==> src/rtl/button_debounce.sv <==
// Debounced push-button reader: two-flop synchronizer, counter-based debounce FSM,
// press/release/long-press pulses. Optional press counter under BTN_DEBOUNCE_PRESS_COUNT_EN.
module button_debounce #(
  parameter int DEBOUNCE_CYCLES   = 500000,
  parameter int LONG_PRESS_CYCLES = 50000000,
  parameter bit ACTIVE_LOW        = 1'b1
) (
  input  logic        clock,
  input  logic        reset,
  input  logic        btn_in,
  output logic        btn_level,
  output logic        press_pulse,
  output logic        release_pulse,
  output logic        long_press
`ifdef BTN_DEBOUNCE_PRESS_COUNT_EN
  ,
  output logic [15:0] press_count
`endif
);

  localparam int DB_W   = $clog2(DEBOUNCE_CYCLES + 1);
  localparam int HOLD_W = $clog2(LONG_PRESS_CYCLES + 1);

  localparam logic [DB_W-1:0]   DB_LAST   = DB_W'(DEBOUNCE_CYCLES - 1);
  localparam logic [DB_W-1:0]   DB_ONE    = DB_W'(1);
  localparam logic [DB_W-1:0]   DB_ZERO   = {DB_W{1'b0}};
  localparam logic [HOLD_W-1:0] HOLD_MAX  = HOLD_W'(LONG_PRESS_CYCLES);
  localparam logic [HOLD_W-1:0] HOLD_ONE  = HOLD_W'(1);
  localparam logic [HOLD_W-1:0] HOLD_ZERO = {HOLD_W{1'b0}};

  localparam logic [1:0] ST_IDLE       = 2'd0;
  localparam logic [1:0] ST_DB_PRESS   = 2'd1;
  localparam logic [1:0] ST_PRESSED    = 2'd2;
  localparam logic [1:0] ST_DB_RELEASE = 2'd3;

  logic              pressed_raw_s;
  logic              sync1_r;
  logic              sync2_r;
  logic [1:0]        state_r;
  logic [1:0]        state_s;
  logic [DB_W-1:0]   db_cnt_r;
  logic [DB_W-1:0]   db_cnt_s;
  logic [HOLD_W-1:0] hold_cnt_r;
  logic [HOLD_W-1:0] hold_cnt_s;
  logic              long_done_r;
  logic              long_done_s;
  logic              go_press_s;
  logic              go_release_s;
  logic              level_s;
  logic              long_s;

  // Normalize so that 1 always means "pressed" from here on.
  assign pressed_raw_s = btn_in ^ ACTIVE_LOW;

  // Next-state logic for the debounce FSM and its counters.
  always_comb begin
    state_s      = state_r;
    db_cnt_s     = db_cnt_r;
    hold_cnt_s   = hold_cnt_r;
    long_done_s  = long_done_r;
    go_press_s   = 1'b0;
    go_release_s = 1'b0;
    long_s       = 1'b0;

    case (state_r)
      ST_IDLE: begin
        if (sync2_r) begin
          if (DEBOUNCE_CYCLES == 1) begin
            go_press_s = 1'b1;
          end else begin
            state_s  = ST_DB_PRESS;
            db_cnt_s = DB_ONE;
          end
        end else begin
          db_cnt_s = DB_ZERO;
        end
      end
      ST_DB_PRESS: begin
        if (!sync2_r) begin
          state_s  = ST_IDLE;
          db_cnt_s = DB_ZERO;
        end else if (db_cnt_r == DB_LAST) begin
          go_press_s = 1'b1;
        end else begin
          db_cnt_s = db_cnt_r + DB_ONE;
        end
      end
      ST_PRESSED: begin
        if (!sync2_r) begin
          if (DEBOUNCE_CYCLES == 1) begin
            go_release_s = 1'b1;
          end else begin
            state_s  = ST_DB_RELEASE;
            db_cnt_s = DB_ONE;
          end
        end else begin
          // Fire once when the saturated hold count is seen; long_done blocks re-fire.
          if (hold_cnt_r < HOLD_MAX) begin
            hold_cnt_s = hold_cnt_r + HOLD_ONE;
          end else begin
            hold_cnt_s = hold_cnt_r;
          end
          if ((hold_cnt_r == HOLD_MAX) && !long_done_r) begin
            long_s      = 1'b1;
            long_done_s = 1'b1;
          end else begin
            long_s = 1'b0;
          end
        end
      end
      ST_DB_RELEASE: begin
        if (sync2_r) begin
          state_s  = ST_PRESSED;
          db_cnt_s = DB_ZERO;
        end else if (db_cnt_r == DB_LAST) begin
          go_release_s = 1'b1;
        end else begin
          db_cnt_s = db_cnt_r + DB_ONE;
        end
      end
      default: begin
        state_s     = ST_IDLE;
        db_cnt_s    = DB_ZERO;
        hold_cnt_s  = HOLD_ZERO;
        long_done_s = 1'b0;
      end
    endcase

    if (go_press_s) begin
      state_s     = ST_PRESSED;
      db_cnt_s    = DB_ZERO;
      hold_cnt_s  = HOLD_ONE;
      long_done_s = 1'b0;
    end else if (go_release_s) begin
      state_s    = ST_IDLE;
      db_cnt_s   = DB_ZERO;
      hold_cnt_s = HOLD_ZERO;
    end else begin
      state_s = state_s;
    end

    if (go_press_s) begin
      level_s = 1'b1;
    end else if (go_release_s) begin
      level_s = 1'b0;
    end else begin
      level_s = btn_level;
    end
  end

  // State, synchronizer and registered outputs.
  always_ff @(posedge clock) begin
    if (reset) begin
      sync1_r       <= 1'b0;
      sync2_r       <= 1'b0;
      state_r       <= ST_IDLE;
      db_cnt_r      <= DB_ZERO;
      hold_cnt_r    <= HOLD_ZERO;
      long_done_r   <= 1'b0;
      btn_level     <= 1'b0;
      press_pulse   <= 1'b0;
      release_pulse <= 1'b0;
      long_press    <= 1'b0;
    end else begin
      sync1_r       <= pressed_raw_s;
      sync2_r       <= sync1_r;
      state_r       <= state_s;
      db_cnt_r      <= db_cnt_s;
      hold_cnt_r    <= hold_cnt_s;
      long_done_r   <= long_done_s;
      btn_level     <= level_s;
      press_pulse   <= go_press_s;
      release_pulse <= go_release_s;
      long_press    <= long_s;
    end
  end

`ifdef BTN_DEBOUNCE_PRESS_COUNT_EN
  // Accepted-press counter, wraps naturally at 16 bits.
  always_ff @(posedge clock) begin
    if (reset) begin
      press_count <= 16'h0000;
    end else if (go_press_s) begin
      press_count <= press_count + 16'h0001;
    end else begin
      press_count <= press_count;
    end
  end
`endif

endmodule

==> config.mk <==
export PLATFORM = sky130hd
export DESIGN_NAME = button_debounce
export DESIGN_NICKNAME = d
export VERILOG_FILES = /design/src/rtl/button_debounce.sv
export SDC_FILE = /design/constraint.sdc
export NUM_CORES = 1
export LEC_CHECK = 0
export ABC_AREA = 1
export CORE_MARGIN = 2
export CORE_UTILIZATION = 40
export DETAILED_ROUTE_END_ITERATION = 8
export PLACE_DENSITY = 0.6
export RECOVER_POWER = 100
export SYNTH_ARGS = -nofsm -noshare
export SYNTH_HDL_FRONTEND = slang
export SYNTH_SLANG_ARGS = --single-unit
==> constraint.sdc <==
create_clock -name clock -period 2.33 [get_ports clock]
set_clock_uncertainty 0.1 [all_clocks]
set_input_delay 0.699 -clock clock [delete_from_list [all_inputs] [get_ports clock]]
set_output_delay 0.699 -clock clock [all_outputs]
set_load 0.05 [all_outputs]
==> reports/qor.csv, run 1 <==
metric;value;unit
tritoncts;yes;
worstPathCellList;clkdlybuf4s50_1;
dieWidth;97.5;µm
relSlewSlack;0.643;
report.final.slew_viol_count;0;
number_of_nets_with_antenna_violations_after_routing;0;
drt_iter0_markers;172;
first_pass_grt_wire_length;15500;µm
place.gp.congestion;0.899;
worst-path-max-fanout;2;
antenna_found_initial;0;
port_buffer_count;6;
post_synth.cell_area_avg;5.98;µm²
total_power_draw;1550;µW
worstMarginPinSlew;0.533;ns
largest_net_degree_at_the_start_of_global_routing;20;
path_buf_inv;1;
synth-warning-count;0;
area_of_all_sequential_standard_cells;1080;µm²
clock_sinks;54;
irDropWorstVdd;0.250;mV
critPathMaxStageDelay;0.80;ns
chip_height;97.5;µm
cts.hold.buffers_added;0;
final_hold_viol_count;0;
clkTransAtPathRegs;0.12;ns
postCtsResizedCells;0;
ctsLongestPathBuffers;2;
synth_cell_type_count;28;
worstSetupPathType;reg2out;
netlist_instances;584;
setup-tns-final;0;ns
floorplan.rows;34;
synthToLayoutAreaGrowth;7.63;%
cp_top_family;buffers and inverters;
firstDrtPassIters;5;
final.fill_count;935;
route.top_layer_used;met4;
timing.critical_path.arrival;1.48;ns
shortest_clock_period_the_worst_path_allows_after_layout;2.27;ns
met1_length;4430;µm
met2RoutedLength;4160;µm
largest_register_ff_count;26;
met3_wirelength;466;µm
seq_area_frac_synth;0.309;
route.detailed.vias_per_inst;5.16;
power-per-cell-area;411;nW/µm²
grt_pass1_vias;3281;
cts.htree.levels;2;
top_register;hold_cnt_r;
final_core_util;0.438;
maxCapViolCount;0;
cts.root.buffer_cell;sky130_fd_sc_hd__clkbuf_8;
diodes;0;
syn-cell-area;3490;µm²
cpMaxStageDelayCell;sky130_fd_sc_hd__clkdlybuf4s50_1;
tritoncts.num_buffers;5;
static-leakage-power;0.00141;µW
nNetsFinal;598;
setup_viol_count_final;0;
globalRouteTotalUtil;0.197;
worstHoldPathType;reg2reg;
drcViolationCount;0;
drive_gt1_frac;0.0691;
startpoint_type;register;
grt-ovfl-total;0;
maxClockFrequency;440;MHz
wl_per_cell;13.1;µm
place_inst;693;
largestRegisters;hold_cnt_r x26, db_cnt_r x19, state_r x2;
postRouteWirelength;9160;µm
yosys_register_bits;54;
die_area;9500;µm²
run_status;complete, no violations;
pin_count;7;
timing.critical_path.required;1.53;ns
dp_hpwl;6940;µm
cts.repair_timing.setup_buffer_count;0;
finish.cell_count_without_fillers;701;
via_count;3620;
critPathCaptureType;primary output;
worstSkewPairLatency;0.32;ns
multi_input_area;2080;µm²
synth_fp_nets;590;
core_region_area;8590;µm²
initial_utilization;0.407;
rsz0062_at_grt;no;
final_min_period_over_clock_period;0.976;
## final timing paths
path,start,endpoint,slack (ns),depth (start not counted)
setup / recovery,btn_level,btn_level,0.06,1
hold / removal,sync1_r,sync2_r,0.32,2
setup reg to reg,db_cnt_r[0],db_cnt_r[8],0.25,9
hold reg to reg,sync1_r,sync2_r,0.32,2
## area by class of cell
| class | instances | area share |
|---|---|---|
| multi-input cells | 452 | 0.553 |
| flip-flops and latches | 54 | 0.288 |
| inverters | 64 | 0.0639 |
| well taps | 108 | 0.0359 |
| repair buffers | 15 | 0.0339 |
| clock buffers | 5 | 0.0183 |
| clock inverters | 3 | 0.00699 |
## through the flow
step / cell area, µm² / setup slack (ns) / hold slack, ns
2_1_floorplan: 3490 / 0.566 / 0.288
3_5_place_dp: 3680 / 0.264 / 0.299
3_3_place_gp: 3680 / 0.310 / 0.296
5_1_grt: 3760 / 0.00460 / 0.347
6_report: 3760 / 0.0558 / 0.316
4_1_cts: 3770 / 0.0446 / 0.318
## kinds of logic (layout without fill, tap and decap cells)
kind of cell / Yosys count / in the layout / share of synthesized area
buffers and inverters: 78 / 87 / 0.0949
AND/OR/NAND/NOR: 385 / 385 / 0.477
flip-flops: 54 / 54 / 0.309
adder cells (fa/ha/maj): 3 / 3 / 0.0107
XOR/XNOR: 14 / 14 / 0.0351
AO/OA/AOI/OAI: 50 / 50 / 0.0724
## cell usage after synthesis, drive strengths merged
cell type  number  share of area
nand4          19          0.034
nand3          57          0.082
inv            64          0.069
buf            13          0.025
xnor2           4          0.010
xor2           10          0.025
ha              3          0.011
nor4            2         0.0036
and2            1         0.0018
nor3           12          0.017
or2             1         0.0018
nand3b          4         0.0086
nand2         187           0.21
a22oi           1         0.0021
dfxtp          54           0.31
clkbuf          1         0.0011
a21oi          39          0.056
o21ai          10          0.014
nor2          102           0.12
## power by group
group          total, µW  switching (µW)  internal, µW
logic               33.3            23.9          9.37
registers            929            3.94           926
clock network        584             361           223
## layer usage
| metal | vias up | GRT usage |
|---|---|---|
| li1 | 1885 | - |
| met4 | 0 | 0.0491 |
| met3 | 7 | 0.0252 |
| met1 | 1635 | 0.279 |
| met2 | 93 | 0.318 |
| met5 | - | 0 |
## placed cells by master, fill, tap and decap left out
cell                              Yosys  final
sky130_fd_sc_hd__a22oi_1              1      1
sky130_fd_sc_hd__nor3_1              12     12
sky130_fd_sc_hd__nor2_2               6      6
sky130_fd_sc_hd__buf_6                2      1
sky130_fd_sc_hd__and2_1               1      1
sky130_fd_sc_hd__a21oi_1             39     39
sky130_fd_sc_hd__clkdlybuf4s50_1      0      5
sky130_fd_sc_hd__dlygate4sd3_1        0      1
sky130_fd_sc_hd__clkbuf_8             0      5
sky130_fd_sc_hd__inv_6                0      2
sky130_fd_sc_hd__inv_1               54     54
sky130_fd_sc_hd__xnor2_1              4      4
sky130_fd_sc_hd__nand2_4              2      2
sky130_fd_sc_hd__nor2_8               1      1
sky130_fd_sc_hd__clkbuf_1             1      1
sky130_fd_sc_hd__nor4_1               2      2
sky130_fd_sc_hd__or2_2                1      1
sky130_fd_sc_hd__nand2_1            181    181
sky130_fd_sc_hd__nand2_2              4      4
sky130_fd_sc_hd__nor2_1              94     94
sky130_fd_sc_hd__nand4_1             19     19
sky130_fd_sc_hd__clkinv_4             0      1
sky130_fd_sc_hd__o21ai_0              8      9
sky130_fd_sc_hd__nor2_4               1      1
sky130_fd_sc_hd__nand3b_1             4      4
sky130_fd_sc_hd__ha_1                 3      3
sky130_fd_sc_hd__xor2_1              10     10
sky130_fd_sc_hd__inv_2               10     10
sky130_fd_sc_hd__buf_4                4      7
sky130_fd_sc_hd__nand3_1             57     57
sky130_fd_sc_hd__o21ai_1              2      1
sky130_fd_sc_hd__dfxtp_1             54     54
(Power assumes the default switching activity.)
==> run 2, diff against run 1 <==
--- a/config.mk
+++ b/config.mk
@@ -8,6 +8,7 @@
 export ABC_AREA = 1
 export CORE_MARGIN = 2
 export CORE_UTILIZATION = 40
+export CTS_CLUSTER_SIZE = 28
 export DETAILED_ROUTE_END_ITERATION = 8
 export PLACE_DENSITY = 0.6
 export RECOVER_POWER = 100
==> constraint.sdc (replaced) <==
create_clock -name clock -period 2.4 [get_ports clock]
set_clock_uncertainty 0.1 [all_clocks]
set_input_delay 0.72 -clock clock [delete_from_list [all_inputs] [get_ports clock]]
set_output_delay 0.72 -clock clock [all_outputs]
set_load 0.05 [all_outputs]
==> run 2 against run 1 <==
Die area unchanged. Largest cell class unchanged. Non-clock buffer count is 1 higher. Power is 2.9% lower.
==> reports/qor.csv, run 2 (same netlist as run 1, synthesis figures left out) <==
metric;value;unit;change
run_status;complete, no violations;;unchanged
port_buffer_count;6;;unchanged
synthToLayoutAreaGrowth;7.81;%;was 7.63%
route.detailed.vias_per_inst;5.08;;was 5.16
chip_height;97.5;µm;unchanged
cp_top_family;buffers and inverters;;unchanged
final_hold_viol_count;0;;unchanged
finish.cell_count_without_fillers;702;;was 701
globalRoute.busiestLayer;met2;;unchanged
worst-path-max-fanout;1;;was 2
initial_utilization;0.407;;unchanged
postRouteWirelength;9180;µm;was 9160 µm
top_register;hold_cnt_r;;unchanged
hold_ws;0.322;ns;was 0.316 ns
shortest_clock_period_the_worst_path_allows_after_layout;2.34;ns;
cts.hold.buffers_added;0;;unchanged
most-common-layout-cells;sky130_fd_sc_hd__nand2_1, sky130_fd_sc_hd__nor2_1, sky130_fd_sc_hd__nand3_1;;unchanged
drive_gt1_frac;0.0690;;was 0.0691
clock_sinks;54;;unchanged
via_count;3566;;was 3620
nNetsFinal;599;;was 598
setup_viol_count_final;0;;unchanged
relSlewSlack;0.648;;was 0.643
firstDrtPassIters;5;;unchanged
critPathCaptureType;primary output;;unchanged
wl_per_cell;13.1;µm;about the same
maxCapViolCount;0;;unchanged
postCtsResizedCells;0;;unchanged
grt-ovfl-total;0;;unchanged
dieWidth;97.5;µm;unchanged
worstPathCellList;dlygate4sd3_1;;was clkdlybuf4s50_1
grtUsageMet3;0.0201;;was 0.0252
path_buf_inv;1;;unchanged
largest_register_ff_count;26;;unchanged
final_min_period_over_clock_period;0.974;;
grt_use_met2;0.312;;was 0.318
irDropWorstVdd;0.296;mV;was 0.250 mV
critical_path_depth;1;;unchanged
report.final.slew_viol_count;0;;unchanged
globalRouteTotalUtil;0.199;;was 0.197
maxClockFrequency;428;MHz;
tritoncts;yes;;unchanged
setup-tns-final;0;ns;unchanged
number_of_nets_with_antenna_violations_after_routing;0;;unchanged
layout.cells.most_common;sky130_fd_sc_hd__nand2_1;;unchanged
static-leakage-power;0.00142;µW;was 0.00141 µW
place.gp.congestion;0.892;;was 0.899
largest_net_degree_at_the_start_of_global_routing;20;;unchanged
die_area;9500;µm²;unchanged
timing.critical_path.required;1.58;ns;was 1.53 ns
cts.repair_timing.setup_buffer_count;0;;unchanged
drcViolationCount;0;;unchanged
worstHoldPathType;reg2reg;;unchanged
share_comb_of_total_power;0.022;;about the same
drt_iter0_markers;195;;was 172
finalWorstSetupSlack;0.0632;ns;was 0.0558 ns
clkTransAtPathRegs;0.12;ns;about the same
pin_count;7;;unchanged
switching_power_share_of_the_total;0.250;;was 0.251
rsz0062_at_grt;no;;unchanged
power-per-cell-area;399;nW/µm²;was 411 nW/µm²
critPathMaxStageDelay;0.88;ns;was 0.80 ns
tritoncts.num_buffers;5;;unchanged
floorplan.rows;34;;unchanged
largestRegisters;hold_cnt_r x26, db_cnt_r x19, state_r x2;;unchanged
clkPwrFrac;0.377;;about the same
cts.htree.levels;2;;unchanged
first_pass_grt_wire_length;15700;µm;was 15500 µm
placement.setup.worst_slack;0.256;ns;was 0.264 ns
dp_hpwl;6910;µm;was 6940 µm
reg2regPathDepth;9;;unchanged
grt_util_met1;0.298;;was 0.279
intPower;1130;µW;was 1160 µW
worstMarginPinSlew;0.526;ns;was 0.533 ns
antenna_found_initial;0;;unchanged
place_inst;694;;was 693
timing.hold.worst_path_depth;2;;unchanged
worstSetupPathType;reg2out;;unchanged
power.sequential.fraction;0.601;;about the same
cts.root.buffer_cell;sky130_fd_sc_hd__clkbuf_8;;unchanged
cpMaxStageDelayCell;sky130_fd_sc_hd__dlygate4sd3_1;;was sky130_fd_sc_hd__clkdlybuf4s50_1
grt_pass1_vias;3238;;was 3281
core_region_area;8590;µm²;unchanged
startpoint_type;register;;unchanged
diodes;0;;unchanged
total_switching_power;376;µW;was 389 µW
worstSkewPairLatency;0.31;ns;was 0.32 ns
timing.critical_path.arrival;1.52;ns;was 1.48 ns
ctsLongestPathBuffers;2;;unchanged
[run 2: power groups by stage]
stage	Combinational (µW)	Sequential [µW]	Clock, µW
after floorplan	22.5	922	0
after global placement	34.2	923	0
after detailed placement	34.7	923	0
after CTS	34.8	902	582
after global routing	37.3	903	615
final	33.7	902	566
[run 2: metal layers]
| layer | wire (µm) | vias up |
|---|---|---|
| met5 | 0 | - |
| met4 | 55 | 0 |
| met3 | 354 | 6 |
| met2 | 4080 | 80 |
| met1 | 4690 | 1600 |
| li1 | - | 1880 |
[run 2: worst paths after layout]
path	from	endpoint	slack [ns]
setup / recovery	long_press	long_press	0.06
hold / removal	sync1_r	sync2_r	0.32
setup reg to reg	db_cnt_r[0]	hold_cnt_r[15]	0.20
hold reg to reg	sync1_r	sync2_r	0.32
[run 2: layout make-up]
| type | instances | area (µm²) |
|---|---|---|
| Clock inverter | 3 | 28.8 |
| Timing Repair Buffer | 16 | 131 |
| Clock buffer | 5 | 68.8 |
| Sequential cell | 54 | 1080 |
| Fill cell | 965 | 4830 |
| Multi-Input combinational cell | 452 | 2080 |
| Tap cell | 108 | 135 |
| Inverter | 64 | 240 |
[run 2: per-stage QoR]
| step | cell area (µm²) | power, µW | utilization |
|---|---|---|---|
| final | 3770 | 1500 | 0.438 |
| after global routing | 3770 | 1560 | 0.438 |
| after global placement | 3670 | 957 | 0.427 |
| after detailed placement | 3670 | 957 | 0.427 |
| after floorplan | 3490 | 944 | - |
| after CTS | 3770 | 1520 | 0.439 |
==> run 3, diff against run 2 <==
--- a/config.mk
+++ b/config.mk
@@ -10,6 +10,7 @@
 export CORE_UTILIZATION = 40
 export CTS_CLUSTER_SIZE = 28
 export DETAILED_ROUTE_END_ITERATION = 8
+export HOLD_SLACK_MARGIN = 0.1
 export PLACE_DENSITY = 0.6
 export RECOVER_POWER = 100
 export SYNTH_ARGS = -nofsm -noshare
==> results of run 3 <==
Final layout, timing and power as in run 2 (identical DEF).
